File: config.mk
export PLATFORM = sky130hd
export DESIGN_NAME = mod23_frame_accum
export DESIGN_NICKNAME = d
export VERILOG_FILES = /design/src/rtl/mod23_frame_accum.sv
export SDC_FILE = /design/constraint.sdc
export NUM_CORES = 1
export LEC_CHECK = 0
export BUFFER_PORTS_ARGS = -buffer_cell sky130_fd_sc_hd__buf_4
export CAP_MARGIN = 20
export CORE_MARGIN = 4
export CORE_UTILIZATION = 35
export CTS_BUF_LIST = sky130_fd_sc_hd__clkbuf_8
export DETAILED_ROUTE_END_ITERATION = 6
export GPL_TIMING_DRIVEN = 0
export PLACE_DENSITY = 0.54
export SYNTH_ARGS = -nofsm -noshare
export SYNTH_HDL_FRONTEND = slang
export SYNTH_SLANG_ARGS = --single-unit
File: constraint.sdc
create_clock -name clk -period 7.9 [get_ports clk]
set_clock_uncertainty 0.15 [all_clocks]
set_input_delay 0.79 -clock clk [delete_from_list [all_inputs] [get_ports clk]]
set_output_delay 0.79 -clock clk [all_outputs]
set_load 0.02 [all_outputs]
File: src/rtl/mod23_frame_accum.sv
// Folds per-word mod-23 remainders, most-significant word first, into the residue of a
// multi-word operand: acc = (acc*9 + r) mod 23. Emits one registered result per frame.
`timescale 1ns/1ps
module mod23_frame_accum #(
  parameter int REM_W     = 5,
  parameter int MOD       = 23,
  parameter int WORD_MOD  = 9,
  parameter int MAX_WORDS = 16,
  parameter int CNT_W     = 5
) (
  input  logic             clk,
  input  logic             rst_n,
  input  logic             s_valid_i,
  output logic             s_ready_o,
  input  logic [REM_W-1:0] s_rem_i,
  input  logic             s_first_i,
  input  logic             s_last_i,
  output logic             m_valid_o,
  input  logic             m_ready_i,
  output logic [REM_W-1:0] m_res_o,
  output logic [CNT_W-1:0] m_words_o,
  output logic             m_err_o,
  output logic             proto_err_o
);

  typedef enum logic [1:0] {IDLE, ACC, HOLD} state_e;

  state_e           state_q, state_d;
  logic [REM_W-1:0] acc_q, acc_d;
  logic [CNT_W-1:0] cnt_q, cnt_d;
  logic             err_q, err_d;
  logic             proto_q, proto_d;
  logic             alive_q;
  logic [REM_W-1:0] m_res_q;
  logic [CNT_W-1:0] m_words_q;
  logic             m_err_q;

  logic             s_fire, m_fire, bad_rem, cnt_full;
  logic [REM_W-1:0] r_red, acc_fold;
  logic [7:0]       fold_x;

  // alive_q keeps s_ready low until the first edge after reset release
  assign s_ready_o   = alive_q && (state_q != HOLD);
  assign m_valid_o   = (state_q == HOLD);
  assign s_fire      = s_valid_i && s_ready_o;
  assign m_fire      = m_valid_o && m_ready_i;
  assign m_res_o     = m_res_q;
  assign m_words_o   = m_words_q;
  assign m_err_o     = m_err_q;
  assign proto_err_o = proto_q;

  assign bad_rem  = (s_rem_i >= REM_W'(MOD));
  assign r_red    = bad_rem ? (s_rem_i - REM_W'(MOD)) : s_rem_i;
  assign cnt_full = (cnt_q == CNT_W'(MAX_WORDS));
  assign fold_x   = 8'(acc_q) * 8'(WORD_MOD) + 8'(r_red);
  assign acc_fold = REM_W'(fold_x % 8'(MOD));

  always_comb begin
    state_d = state_q;
    acc_d   = acc_q;
    cnt_d   = cnt_q;
    err_d   = err_q;
    proto_d = 1'b0;
    case (state_q)
      IDLE, ACC: begin
        if (s_fire) begin
          if (s_first_i) begin
            // a first word always opens a fresh frame, abandoning any partial one
            proto_d = (state_q == ACC);
            acc_d   = r_red;
            cnt_d   = CNT_W'(1);
            err_d   = bad_rem;
            state_d = s_last_i ? HOLD : ACC;
          end else if (state_q == ACC) begin
            acc_d   = acc_fold;
            cnt_d   = cnt_full ? cnt_q : cnt_q + CNT_W'(1);
            err_d   = err_q | bad_rem | cnt_full;
            state_d = s_last_i ? HOLD : ACC;
          end else begin
            proto_d = 1'b1;
          end
        end
      end
      HOLD: begin
        if (m_fire) begin
          state_d = IDLE;
          acc_d   = '0;
          cnt_d   = '0;
          err_d   = 1'b0;
        end
      end
      default: state_d = IDLE;
    endcase
  end

  always_ff @(posedge clk or negedge rst_n) begin
    if (!rst_n) begin
      state_q   <= IDLE;
      acc_q     <= '0;
      cnt_q     <= '0;
      err_q     <= 1'b0;
      proto_q   <= 1'b0;
      alive_q   <= 1'b0;
      m_res_q   <= '0;
      m_words_q <= '0;
      m_err_q   <= 1'b0;
    end else begin
      state_q <= state_d;
      acc_q   <= acc_d;
      cnt_q   <= cnt_d;
      err_q   <= err_d;
      proto_q <= proto_d;
      alive_q <= 1'b1;
      // result registers load on HOLD entry and keep their value after the handshake
      if (state_d == HOLD && state_q != HOLD) begin
        m_res_q   <= acc_d;
        m_words_q <= cnt_d;
        m_err_q   <= err_d;
      end
    end
  end

endmodule

### Word level (Yosys, flattened, before mapping)

Cells that the tools add are included.
Widths: inputs -> output; s select.

* register bits after elaboration: 26
* logic and storage cells: 55
* bits of input ports: 11

* equal/unequal tests: 5
* div/mod/pow operators: 1
* $add $sub $neg: 3
* muxes and demuxes: 27
* order comparisons: 1
* reductions and logical operators: 6
* bitwise gates (word level): 2
* $mul: 1

Operators by type and width (number)
* $mux 5: 10
* $pmux 5 s2: 2
* $mux 2: 5
* $add 8x5->8: 1
* $mod 8x5->8 const B: 1
* $mul 5x4->8 const B: 1
* $mux 1: 8
* $add 5x1->5 const B: 1
* $eq 5x5->1 const B: 1
* $ge 5x5->1 const B: 1
* $sub 5x5->5 const B: 1
* $eq 2x2->1 const B: 2
* $logic_and 1x1->1: 4
* $pmux 2 s2: 1
* $eq 2x1->1 const B: 1
* $logic_not 2->1: 1
* $ne 2x2->1 const B: 1
* $or 1x1->1: 2
* $pmux 1 s2: 1
* $reduce_or 2->1: 1

### Logic depth before layout (Yosys ltp)

Gate-level depths: netlist of run 1.

* depth after elaboration: 8
* mapped depth: 25

### Worst setup path after synthesis of run 1

No wires, ideal clock.

* kind: in2reg
* start: input port s_rem_i[0]
* end: register m_res_q[3] (netlist: m_res_o[3])
* library setup time: 0.140 ns
* data required time: 7.610 ns
* setup slack: 1.677 ns
* arrival: 5.933 ns
* stages: 24
* cell sequence: ha_1 > a21oi_1 > nand2b_1 > mux2_2 > ha_1 > ha_1 > fa_1 > nand3_2 > a211oi_1 > or3_4 > buf_6 > o21ai_0 > a32oi_1 > or2_2 > ha_1 > o311ai_1 > o22ai_1 > a221o_1 > xor2_1 > ha_1 > and3_1 > o211a_1 > a311oi_1 > a31oi_1

* longest elaborated chain between the ends: 8
* elaborated cells between the ends (all ways): 9
* those cells by class: 2 x add/sub; 1 x div; 1 x order compare; 5 x mux

Ends and longest elaborated chain
* from (decl): line 15 `input logic [REM_W-1:0] s_rem_i,`
* $sub 5x5->5 or $ge 5x5->1 (tied branches): line 53, 52
* $mux 5 *: line 53 `assign r_red = bad_rem ? (s_rem_i - REM_W'(MOD)) : s_rem_i;`
* $add 8x5->8: line 55 `assign fold_x = 8'(acc_q) * 8'(WORD_MOD) + 8'(r_red);`
* $mod 8x5->8: line 56 `assign acc_fold = REM_W'(fold_x % 8'(MOD));`
* $mux 5: line 74 `end else if (state_q == ACC) begin`
* $mux 5 *: line 67 `if (s_first_i) begin`
* $mux 5 *: line 66 `if (s_fire) begin`
* $pmux 5 s2 *: line 64 `case (state_q)`
* to (signal assigned): line 104 `m_res_q <= '0;`
* to (signal assigned): line 116 `m_res_q <= acc_d;`
* to (decl): line 34 `logic [REM_W-1:0] m_res_q;`

Every way passes the cells marked *; elsewhere a longest branch is shown, timed or not.
A chain may end at the register's enable or synchronous reset.

### Worst setup path in the final report of run 1

Same ends and word-level chain as after synthesis.

==> impl_results.html, run 1 <==
<table>
<tr><th>Metric</th><th>Value</th></tr>
<tr><th colspan="2">Synthesis</th></tr>
<tr><td>Cell count after synthesis</td><td>336</td></tr>
<tr><td>Number of synthesized flops with an enable pin</td><td>0</td></tr>
<tr><td>Post-Syn Nets</td><td>367</td></tr>
<tr><td>Flip-flop cell with the highest count after synthesis</td><td>sky130_fd_sc_hd__dfrtp_1</td></tr>
<tr><td>Post-synthesis instance area</td><td>2730 um2</td></tr>
<tr><td>Distinct cells, synth</td><td>about 80</td></tr>
<tr><td>YS warnings</td><td>0</td></tr>
<tr><td>Sequential share of the synthesized area</td><td>23.8%</td></tr>
<tr><td>Per-instance average area after synthesis</td><td>8.12 um2</td></tr>
<tr><td>Async SR Flop Fraction</td><td>100%</td></tr>
<tr><td>Synthesis-stage register bit count</td><td>26</td></tr>
<tr><th colspan="2">STA</th></tr>
<tr><td>Worst-margin pin slew</td><td>0.593 ns</td></tr>
<tr><td>Minimum clock period after layout</td><td>6.84 ns</td></tr>
<tr><td>Fmax</td><td>146 MHz</td></tr>
<tr><td>Final-report hold violation count</td><td>0</td></tr>
<tr><td>Final setup fails</td><td>0</td></tr>
<tr><td>Max Transition Viols Final</td><td>0</td></tr>
<tr><td>Slew Limit Headroom</td><td>about three fifths</td></tr>
<tr><td>Summed negative setup slack over all endpoints</td><td>0 ns</td></tr>
<tr><td>Post-route clock period utilization</td><td>between 80% and 90%</td></tr>
<tr><td>RSZ-0062 raised after global routing</td><td>no</td></tr>
<tr><th colspan="2">CTS</th></tr>
<tr><td>Bufs on Longest Clock Path</td><td>2</td></tr>
<tr><td>Post-CTS setup buffers</td><td>0</td></tr>
<tr><td>H-tree level count</td><td>1</td></tr>
<tr><td>Cts bufs inserted</td><td>3</td></tr>
<tr><td>Number of buffers added to fix hold violations after cts</td><td>0</td></tr>
<tr><td>CTS tree</td><td>done</td></tr>
<tr><td>Source-to-sink clock delay at the later pin of the worst-skew pair</td><td>0.27 ns</td></tr>
<tr><td>CTS-repair resized insts</td><td>0</td></tr>
<tr><td>Root buffer cell</td><td>sky130_fd_sc_hd__clkbuf_8</td></tr>
<tr><td>Clock edge transition at the registers on the reported setup and hold paths</td><td>~0.08 ns</td></tr>
<tr><td>Number of sinks driven by the clock tree</td><td>26</td></tr>
<tr><th colspan="2">Placement</th></tr>
<tr><td>Estimated wirelength of the detail-placed design</td><td>5360 um</td></tr>
<tr><td>Final estimated routing congestion in global placement</td><td>0.757</td></tr>
<tr><td>Number of I/O port buffers</td><td>23</td></tr>
<tr><th colspan="2">Detailed routing</th></tr>
<tr><td>Number of iterations in the first detailed-routing pass</td><td>4</td></tr>
<tr><td>DRC Markers</td><td>0</td></tr>
<tr><td>Routed length per placed instance</td><td>around 15 um</td></tr>
<tr><td>Vias/cell</td><td>5.61</td></tr>
<tr><td>Number of DRC markers after the initial detailed-route iteration</td><td>99</td></tr>
<tr><td>Total vias in the final route</td><td>2,584</td></tr>
<tr><td>Remaining antenna violation count</td><td>0</td></tr>
<tr><td>Final wirelength</td><td>6990 um</td></tr>
<tr><th colspan="2">Floorplan</th></tr>
<tr><td>Top-Level Pins</td><td>25</td></tr>
<tr><td>DIE AREA</td><td>9270 um2</td></tr>
<tr><td>Height of the die</td><td>around 96 um</td></tr>
<tr><td>Core area</td><td>7410 um2</td></tr>
<tr><td>Placement row count</td><td>31</td></tr>
<tr><td>Initial core utilization</td><td>between 30% and 40%</td></tr>
<tr><td>Die span in x</td><td>96.3 um</td></tr>
<tr><th colspan="2">Final layout</th></tr>
<tr><td>Area added between synthesis and finish</td><td>12.4%</td></tr>
<tr><td>Fraction of layout instances using a drive strength above 1</td><td>19.1%</td></tr>
<tr><td>Number of inserted diodes</td><td>0</td></tr>
<tr><td>Fill cell count</td><td>approximately 770</td></tr>
<tr><td>Number of nets in the finished design</td><td>a little under 400</td></tr>
<tr><th colspan="2">Setup path</th></tr>
<tr><td>Category of the most critical setup path</td><td>in -&gt; reg</td></tr>
<tr><td>WP data arrival</td><td>just under 7 ns</td></tr>
<tr><td>Gate family responsible for the most delay along the worst path</td><td>compound AO/OA/AOI/OAI gates</td></tr>
<tr><td>Slowest cell delay on critical path</td><td>0.50 ns</td></tr>
<tr><td>Critical path's most frequent cell</td><td>sky130_fd_sc_hd__ha_1</td></tr>
<tr><td>Setup crit start kind</td><td>input port</td></tr>
<tr><td>Standard cell with the maximum stage delay on the critical path</td><td>sky130_fd_sc_hd__fa_1</td></tr>
<tr><td>Worst path bufs/invs</td><td>2</td></tr>
<tr><td>Critical Path End Type</td><td>register</td></tr>
<tr><td>Required time reported for the critical path endpoint</td><td>7.89 ns</td></tr>
<tr><td>Maximum fanout count along the critical path</td><td>10</td></tr>
<tr><th colspan="2">Hold path</th></tr>
<tr><td>Worst hold-check path type</td><td>in -&gt; async</td></tr>
<tr><th colspan="2">Global route</th></tr>
<tr><td>M1 GR Usage</td><td>24.6%</td></tr>
<tr><td>Fraction of met3 tracks used by global routing</td><td>1.88%</td></tr>
<tr><td>Initial antenna violation count</td><td>0</td></tr>
<tr><td>GR peak layer</td><td>met1</td></tr>
<tr><td>Number of global-route vias before repair</td><td>around 2,300</td></tr>
<tr><td>GRT Overall Usage</td><td>15.6%</td></tr>
<tr><td>Total congestion overflow</td><td>0</td></tr>
<tr><td>Wire length of the first global-routing pass</td><td>11,600 um</td></tr>
<tr><td>Pin count of the biggest net entering global routing</td><td>27</td></tr>
<tr><td>GR met2 Demand/Resource</td><td>22.7%</td></tr>
<tr><th colspan="2">Flow run</th></tr>
<tr><td># Max-Cap Violations</td><td>0</td></tr>
<tr><th colspan="2">Status</th></tr>
<tr><td>Run status</td><td>finished clean</td></tr>
</table>
==> cell usage in the layout, fill, tap and decap left out, drive strengths merged, types with 3 or more instances in the layout <==
cell type / n
a21o: 5
a211oi: 9
dfrtp: 26
ha: 18
and3: 3
or3: 4
clkbuf: 9
a211o: 3
xor2: 5
or2: 4
o21a: 4
nor3: 11
o22ai: 3
o21ai: 26
o21bai: 3
mux2: 3
buf: 34
nor2: 28
and2: 3
nand2: 44
inv: 10
a21oi: 26
o31ai: 5
a311oi: 3
a31oi: 4
xnor2: 4
nand2b: 6
nand3: 11
a22oi: 3
mux2i: 3
o211ai: 6
==> registers in the layout, summed over array words and instances, names as in the netlist <==
register,flops
acc_q,5
cnt_q,5
m_words_o,5
err_q,1
m_err_o,1
m_res_o,5
alive_q,1
proto_err_o,1
state_q,2
==> cells in the mapped netlist, drive strengths merged (3+ instances only) <==
master,count,area (um2)
inv,10,37.5
mux2,3,33.8
clkbuf,6,22.5
dfrtp,26,651
and2,3,20.0
nor2,28,110
a211oi,9,82.6
o21ai,26,130
o21a,4,30.0
a31oi,4,25.0
and3,3,18.8
a22oi,3,22.5
nor3,11,60.1
or2,4,25.0
mux2i,3,30.0
xnor2,4,35.0
nand3,11,60.1
o21bai,3,22.5
or3,4,30.0
nand2,44,165
a211o,3,26.3
ha,18,225
o211ai,6,50.1
a311oi,3,32.5
nand2b,6,37.5
o22ai,3,25.0
a21oi,26,149
a21o,5,37.5
xor2,5,51.3
o31ai,5,42.5
buf,11,82.6
==> through the flow <==
stage | worst slack, ns | util [%] | cell area, um2 | cells | hold WS [ns]
after floorplan | 1.68 | - | 2730 | 336 | 0.320
after global placement | 0.835 | 40.8 | 3030 | 458 | 0.311
after detailed placement | 0.778 | 40.8 | 3030 | 458 | 0.314
after CTS | 1.07 | 41.4 | 3070 | 461 | 0.269
after global routing | 0.593 | 41.4 | 3070 | 461 | 0.273
final | 1.06 | 41.4 | 3070 | 461 | 0.262
==> path summary, 6_finish.rpt <==
| kind | startpoint | to | slack [ns] | depth (start not counted) |
|---|---|---|---|---|
| max | s_rem_i[0] | m_res_o[3] | 1.06 | 25 |
| min | rst_n | alive_q | 0.26 | 1 |
| max reg2reg | acc_q[4] | m_res_o[3] | 1.85 | 23 |
| min reg2reg | m_words_o[2] | m_words_o[2] | 0.33 | 2 |
| max in group asynchronous | rst_n | m_res_o[3] | 7.09 | 1 |
| min in group clk | m_words_o[2] | m_words_o[2] | 0.33 | 2 |
==> layout make-up <==
| class | instances | area [um2] | area share, % |
|---|---|---|---|
| clock buffers | 3 | 41.3 | 1.35 |
| inverters | 10 | 37.5 | 1.22 |
| plain buffers | 17 | 105 | 3.43 |
| well taps | 99 | 124 | 4.04 |
| flip-flops and latches | 26 | 651 | 21.2 |
| multi-input cells | 283 | 1940 | 63.1 |
| repair buffers | 23 | 173 | 5.63 |
==> routing by layer <==
layer / wire [um] / part of all wire [%]
met1: 3750 / 54
met3: 164 / 2.3
met4: 69 / 0.99
met2: 3010 / 43
met5: 0 / 0
==> worst reg2reg max path, cell delays in order (launching register included) <==
cell and delay, ns:
sky130_fd_sc_hd__dfrtp_1 0.52, sky130_fd_sc_hd__ha_1 0.34, sky130_fd_sc_hd__inv_1 0.05, sky130_fd_sc_hd__fa_1 0.53, sky130_fd_sc_hd__inv_1 0.04, sky130_fd_sc_hd__ha_1 0.29, sky130_fd_sc_hd__buf_6 0.14, sky130_fd_sc_hd__a21oi_2 0.23
sky130_fd_sc_hd__a211oi_1 0.14, sky130_fd_sc_hd__nor3_2 0.38, sky130_fd_sc_hd__buf_2 0.30, sky130_fd_sc_hd__or3_1 0.13, sky130_fd_sc_hd__a21oi_1 0.07, sky130_fd_sc_hd__or2_2 0.30, sky130_fd_sc_hd__ha_1 0.23, sky130_fd_sc_hd__o311ai_1 0.10
sky130_fd_sc_hd__o22ai_1 0.17, sky130_fd_sc_hd__a221o_1 0.45, sky130_fd_sc_hd__xor2_1 0.20, sky130_fd_sc_hd__ha_1 0.27, sky130_fd_sc_hd__and3_1 0.19, sky130_fd_sc_hd__o211a_1 0.20, sky130_fd_sc_hd__a311oi_1 0.37, sky130_fd_sc_hd__a31oi_1 0.13
==> cell families after synthesis <==
logic type      share of synthesized area, %
compound gates                          32.3
xor+xnor                                3.16
fa+ha+maj                               9.72
buf+inv                                 5.23
flops                                   23.8
mux                                     2.34
other cells                            0.137
simple gates                            23.3
Power of run 1 is not shown: default switching activity piles up to over one toggle a cycle in this logic, so the estimate is an artifact.
==> run 2, diff against run 1 <==
- ABC_CLOCK_PERIOD_IN_PS: default -> 7900
- CORE_ASPECT_RATIO: default -> 0.8
==> impl_results.html, run 2 (same netlist as run 1, synthesis figures left out) <==
<table>
<tr><th>Metric</th><th>Value</th></tr>
<tr><th colspan="2">Setup path</th></tr>
<tr><td>Maximum fanout count along the critical path</td><td>10</td></tr>
<tr><td>CP Capture Point</td><td>m_res_o[3]</td></tr>
<tr><td>WP data arrival</td><td>6.83 ns</td></tr>
<tr><td>Worst path bufs/invs</td><td>2</td></tr>
<tr><td>Standard cell with the maximum stage delay on the critical path</td><td>sky130_fd_sc_hd__fa_1</td></tr>
<tr><td>Critical Path Stages</td><td>25</td></tr>
<tr><td>Critical path's most frequent cell</td><td>sky130_fd_sc_hd__ha_1</td></tr>
<tr><td>Crit. Startpoint</td><td>s_rem_i[0]</td></tr>
<tr><td>Gate family responsible for the most delay along the worst path</td><td>compound AO/OA/AOI/OAI gates</td></tr>
<tr><td>Setup crit start kind</td><td>input port</td></tr>
<tr><td>Reg-to-Reg End</td><td>m_res_o[3]</td></tr>
<tr><td>Register-to-Register Path Depth</td><td>23</td></tr>
<tr><td>Required time reported for the critical path endpoint</td><td>7.88 ns</td></tr>
<tr><td>Category of the most critical setup path</td><td>in -&gt; reg</td></tr>
<tr><td>Critical Path End Type</td><td>register</td></tr>
<tr><td>Worst-case register-to-register setup slack</td><td>1.82 ns</td></tr>
<tr><td>Slowest cell delay on critical path</td><td>between 0.4 and 0.5 ns</td></tr>
<tr><td>Start of the worst register-to-register path</td><td>acc_q[4]</td></tr>
<tr><th colspan="2">Placement</th></tr>
<tr><td>Number of I/O port buffers</td><td>23</td></tr>
<tr><td>Placed Area</td><td>~3000 um2</td></tr>
<tr><td># placed instances</td><td>between 400 and 500</td></tr>
<tr><td>Post-place setup slack</td><td>roughly 0.8 ns</td></tr>
<tr><td>Estimated wirelength of the detail-placed design</td><td>5430 um</td></tr>
<tr><td>Final estimated routing congestion in global placement</td><td>roughly 0.8</td></tr>
<tr><th colspan="2">Detailed routing</th></tr>
<tr><td>Number of DRC markers after the initial detailed-route iteration</td><td>106</td></tr>
<tr><td>Routed length per placed instance</td><td>15.3 um</td></tr>
<tr><td>Final wirelength</td><td>7160 um</td></tr>
<tr><td>Vias/cell</td><td>5.61</td></tr>
<tr><td>Remaining antenna violation count</td><td>0</td></tr>
<tr><td>DRC Markers</td><td>0</td></tr>
<tr><td>Total vias in the final route</td><td>approximately 2,600</td></tr>
<tr><td>Number of iterations in the first detailed-routing pass</td><td>4</td></tr>
<tr><th colspan="2">Final layout</th></tr>
<tr><td>Total non-filler cell area in the finished layout</td><td>3070 um2</td></tr>
<tr><td>Fill cell count</td><td>roughly 790</td></tr>
<tr><td>Number of inserted diodes</td><td>0</td></tr>
<tr><td>Fraction of layout instances using a drive strength above 1</td><td>between 10% and 20%</td></tr>
<tr><td>Most frequent cells in the layout</td><td>44 x sky130_fd_sc_hd__nand2_1, 26 x sky130_fd_sc_hd__nor2_1, 26 x sky130_fd_sc_hd__dfrtp_1</td></tr>
<tr><td>Final cell count without fillers</td><td>467</td></tr>
<tr><td>Seq. cell area</td><td>651 um2</td></tr>
<tr><td>Most common cell after layout, fill and taps aside</td><td>sky130_fd_sc_hd__nand2_1</td></tr>
<tr><td>Area added between synthesis and finish</td><td>12.7%</td></tr>
<tr><td>Multi-input gate area in the final layout</td><td>1940 um2</td></tr>
<tr><td>Number of nets in the finished design</td><td>395</td></tr>
<tr><th colspan="2">CTS</th></tr>
<tr><td>Clock edge transition at the registers on the reported setup and hold paths</td><td>0.09 ns</td></tr>
<tr><td>H-tree level count</td><td>1</td></tr>
<tr><td>Number of buffers added to fix hold violations after cts</td><td>0</td></tr>
<tr><td>Source-to-sink clock delay at the later pin of the worst-skew pair</td><td>0.27 ns</td></tr>
<tr><td>Post-CTS setup buffers</td><td>0</td></tr>
<tr><td>Number of sinks driven by the clock tree</td><td>26</td></tr>
<tr><td>Cts bufs inserted</td><td>3</td></tr>
<tr><td>CTS tree</td><td>done</td></tr>
<tr><td>CTS-repair resized insts</td><td>0</td></tr>
<tr><td>Bufs on Longest Clock Path</td><td>2</td></tr>
<tr><td>Root buffer cell</td><td>sky130_fd_sc_hd__clkbuf_8</td></tr>
<tr><th colspan="2">STA</th></tr>
<tr><td>Worst-margin pin slew</td><td>0.590 ns</td></tr>
<tr><td>Post-route clock period utilization</td><td>between 80% and 90%</td></tr>
<tr><td>RSZ-0062 raised after global routing</td><td>no</td></tr>
<tr><td>Final-report hold violation count</td><td>0</td></tr>
<tr><td>Slew Limit Headroom</td><td>60.6%</td></tr>
<tr><td>Fmax</td><td>146 MHz</td></tr>
<tr><td>Summed negative setup slack over all endpoints</td><td>0 ns</td></tr>
<tr><td>Minimum clock period after layout</td><td>slightly below 7 ns</td></tr>
<tr><td>Worst path setup slack after routing</td><td>1.04 ns</td></tr>
<tr><td>Final setup fails</td><td>0</td></tr>
<tr><td>Max Transition Viols Final</td><td>0</td></tr>
<tr><th colspan="2">Floorplan</th></tr>
<tr><td>Initial core utilization</td><td>36.4%</td></tr>
<tr><td>Die span in x</td><td>107 um</td></tr>
<tr><td>DIE AREA</td><td>9280 um2</td></tr>
<tr><td>Core area</td><td>7500 um2</td></tr>
<tr><td>Top-Level Pins</td><td>25</td></tr>
<tr><td>Height of the die</td><td>87.0 um</td></tr>
<tr><td>Placement row count</td><td>28</td></tr>
<tr><th colspan="2">Global route</th></tr>
<tr><td>GRT Overall Usage</td><td>16.1%</td></tr>
<tr><td>Number of global-route vias before repair</td><td>about 2,500</td></tr>
<tr><td>Total congestion overflow</td><td>0</td></tr>
<tr><td>Initial antenna violation count</td><td>0</td></tr>
<tr><td>Wire length of the first global-routing pass</td><td>12,200 um</td></tr>
<tr><td>Pin count of the biggest net entering global routing</td><td>27</td></tr>
<tr><th colspan="2">Hold path</th></tr>
<tr><td>Worst hold-check path type</td><td>in -&gt; async</td></tr>
<tr><th colspan="2">Flow run</th></tr>
<tr><td># Max-Cap Violations</td><td>0</td></tr>
<tr><th colspan="2">Status</th></tr>
<tr><td>Run status</td><td>finished clean</td></tr>
</table>
run 2: area by class of cell:
type,count,area share (%)
Buffer,17,3.42
Clock buffer,3,1.34
Inverter,10,1.22
Multi-Input combinational cell,283,63.0
Sequential cell,26,21.2
Tap cell,105,4.27
Timing Repair Buffer,23,5.62
run 2: metrics by stage:
stage	hold WS (ns)	util, %
floorplan	0.320	-
detailed placement	0.315	40.5
finish	0.263	41.0
CTS	0.273	41.0
global placement	0.311	40.5
global route	0.284	41.0
run 2: worst register-to-register path, stage by stage (launching register included):
cell and delay, ns:
sky130_fd_sc_hd__dfrtp_1 0.51, sky130_fd_sc_hd__ha_1 0.33, sky130_fd_sc_hd__inv_1 0.05, sky130_fd_sc_hd__fa_1 0.52, sky130_fd_sc_hd__inv_1 0.04, sky130_fd_sc_hd__ha_1 0.29, sky130_fd_sc_hd__buf_6 0.14, sky130_fd_sc_hd__a21oi_2 0.21
sky130_fd_sc_hd__a211oi_1 0.14, sky130_fd_sc_hd__nor3_2 0.37, sky130_fd_sc_hd__buf_2 0.29, sky130_fd_sc_hd__or3_1 0.13, sky130_fd_sc_hd__a21oi_1 0.07, sky130_fd_sc_hd__or2_2 0.30, sky130_fd_sc_hd__ha_1 0.23, sky130_fd_sc_hd__o311ai_1 0.10
sky130_fd_sc_hd__o22ai_1 0.17, sky130_fd_sc_hd__a221o_1 0.44, sky130_fd_sc_hd__xor2_1 0.21, sky130_fd_sc_hd__ha_1 0.26, sky130_fd_sc_hd__and3_1 0.19, sky130_fd_sc_hd__o211a_1 0.20, sky130_fd_sc_hd__a311oi_1 0.43, sky130_fd_sc_hd__a31oi_1 0.14
run 2: metal layers:
| layer | wire length [um] | part of all wire (%) | GRT usage (%) | vias to the layer above |
|---|---|---|---|---|
| li1 | - | - | - | 1310 |
| met2 | 2840 | 40 | 22.9 | 78 |
| met1 | 3940 | 55 | 25.8 | 1228 |
| met4 | 59 | 0.82 | 2.56 | 0 |
| met3 | 322 | 4.5 | 2.22 | 6 |
| met5 | 0 | 0 | 0 | - |
run 2: how the worst min path moves through the flow:
| stage | start | cells after the start | end |
|---|---|---|---|
| final | rst_n | 1 | m_words_o[3] |
| after global routing | rst_n | 1 | m_words_o[3] |
| after CTS | rst_n | 1 | m_words_o[3] |
| after detailed placement | m_words_o[4] | 2 | m_words_o[4] |
| after global placement | m_words_o[1] | 2 | m_words_o[1] |
| after floorplan | err_q | 1 | err_q |
Power of run 2 is left out for the same reason.
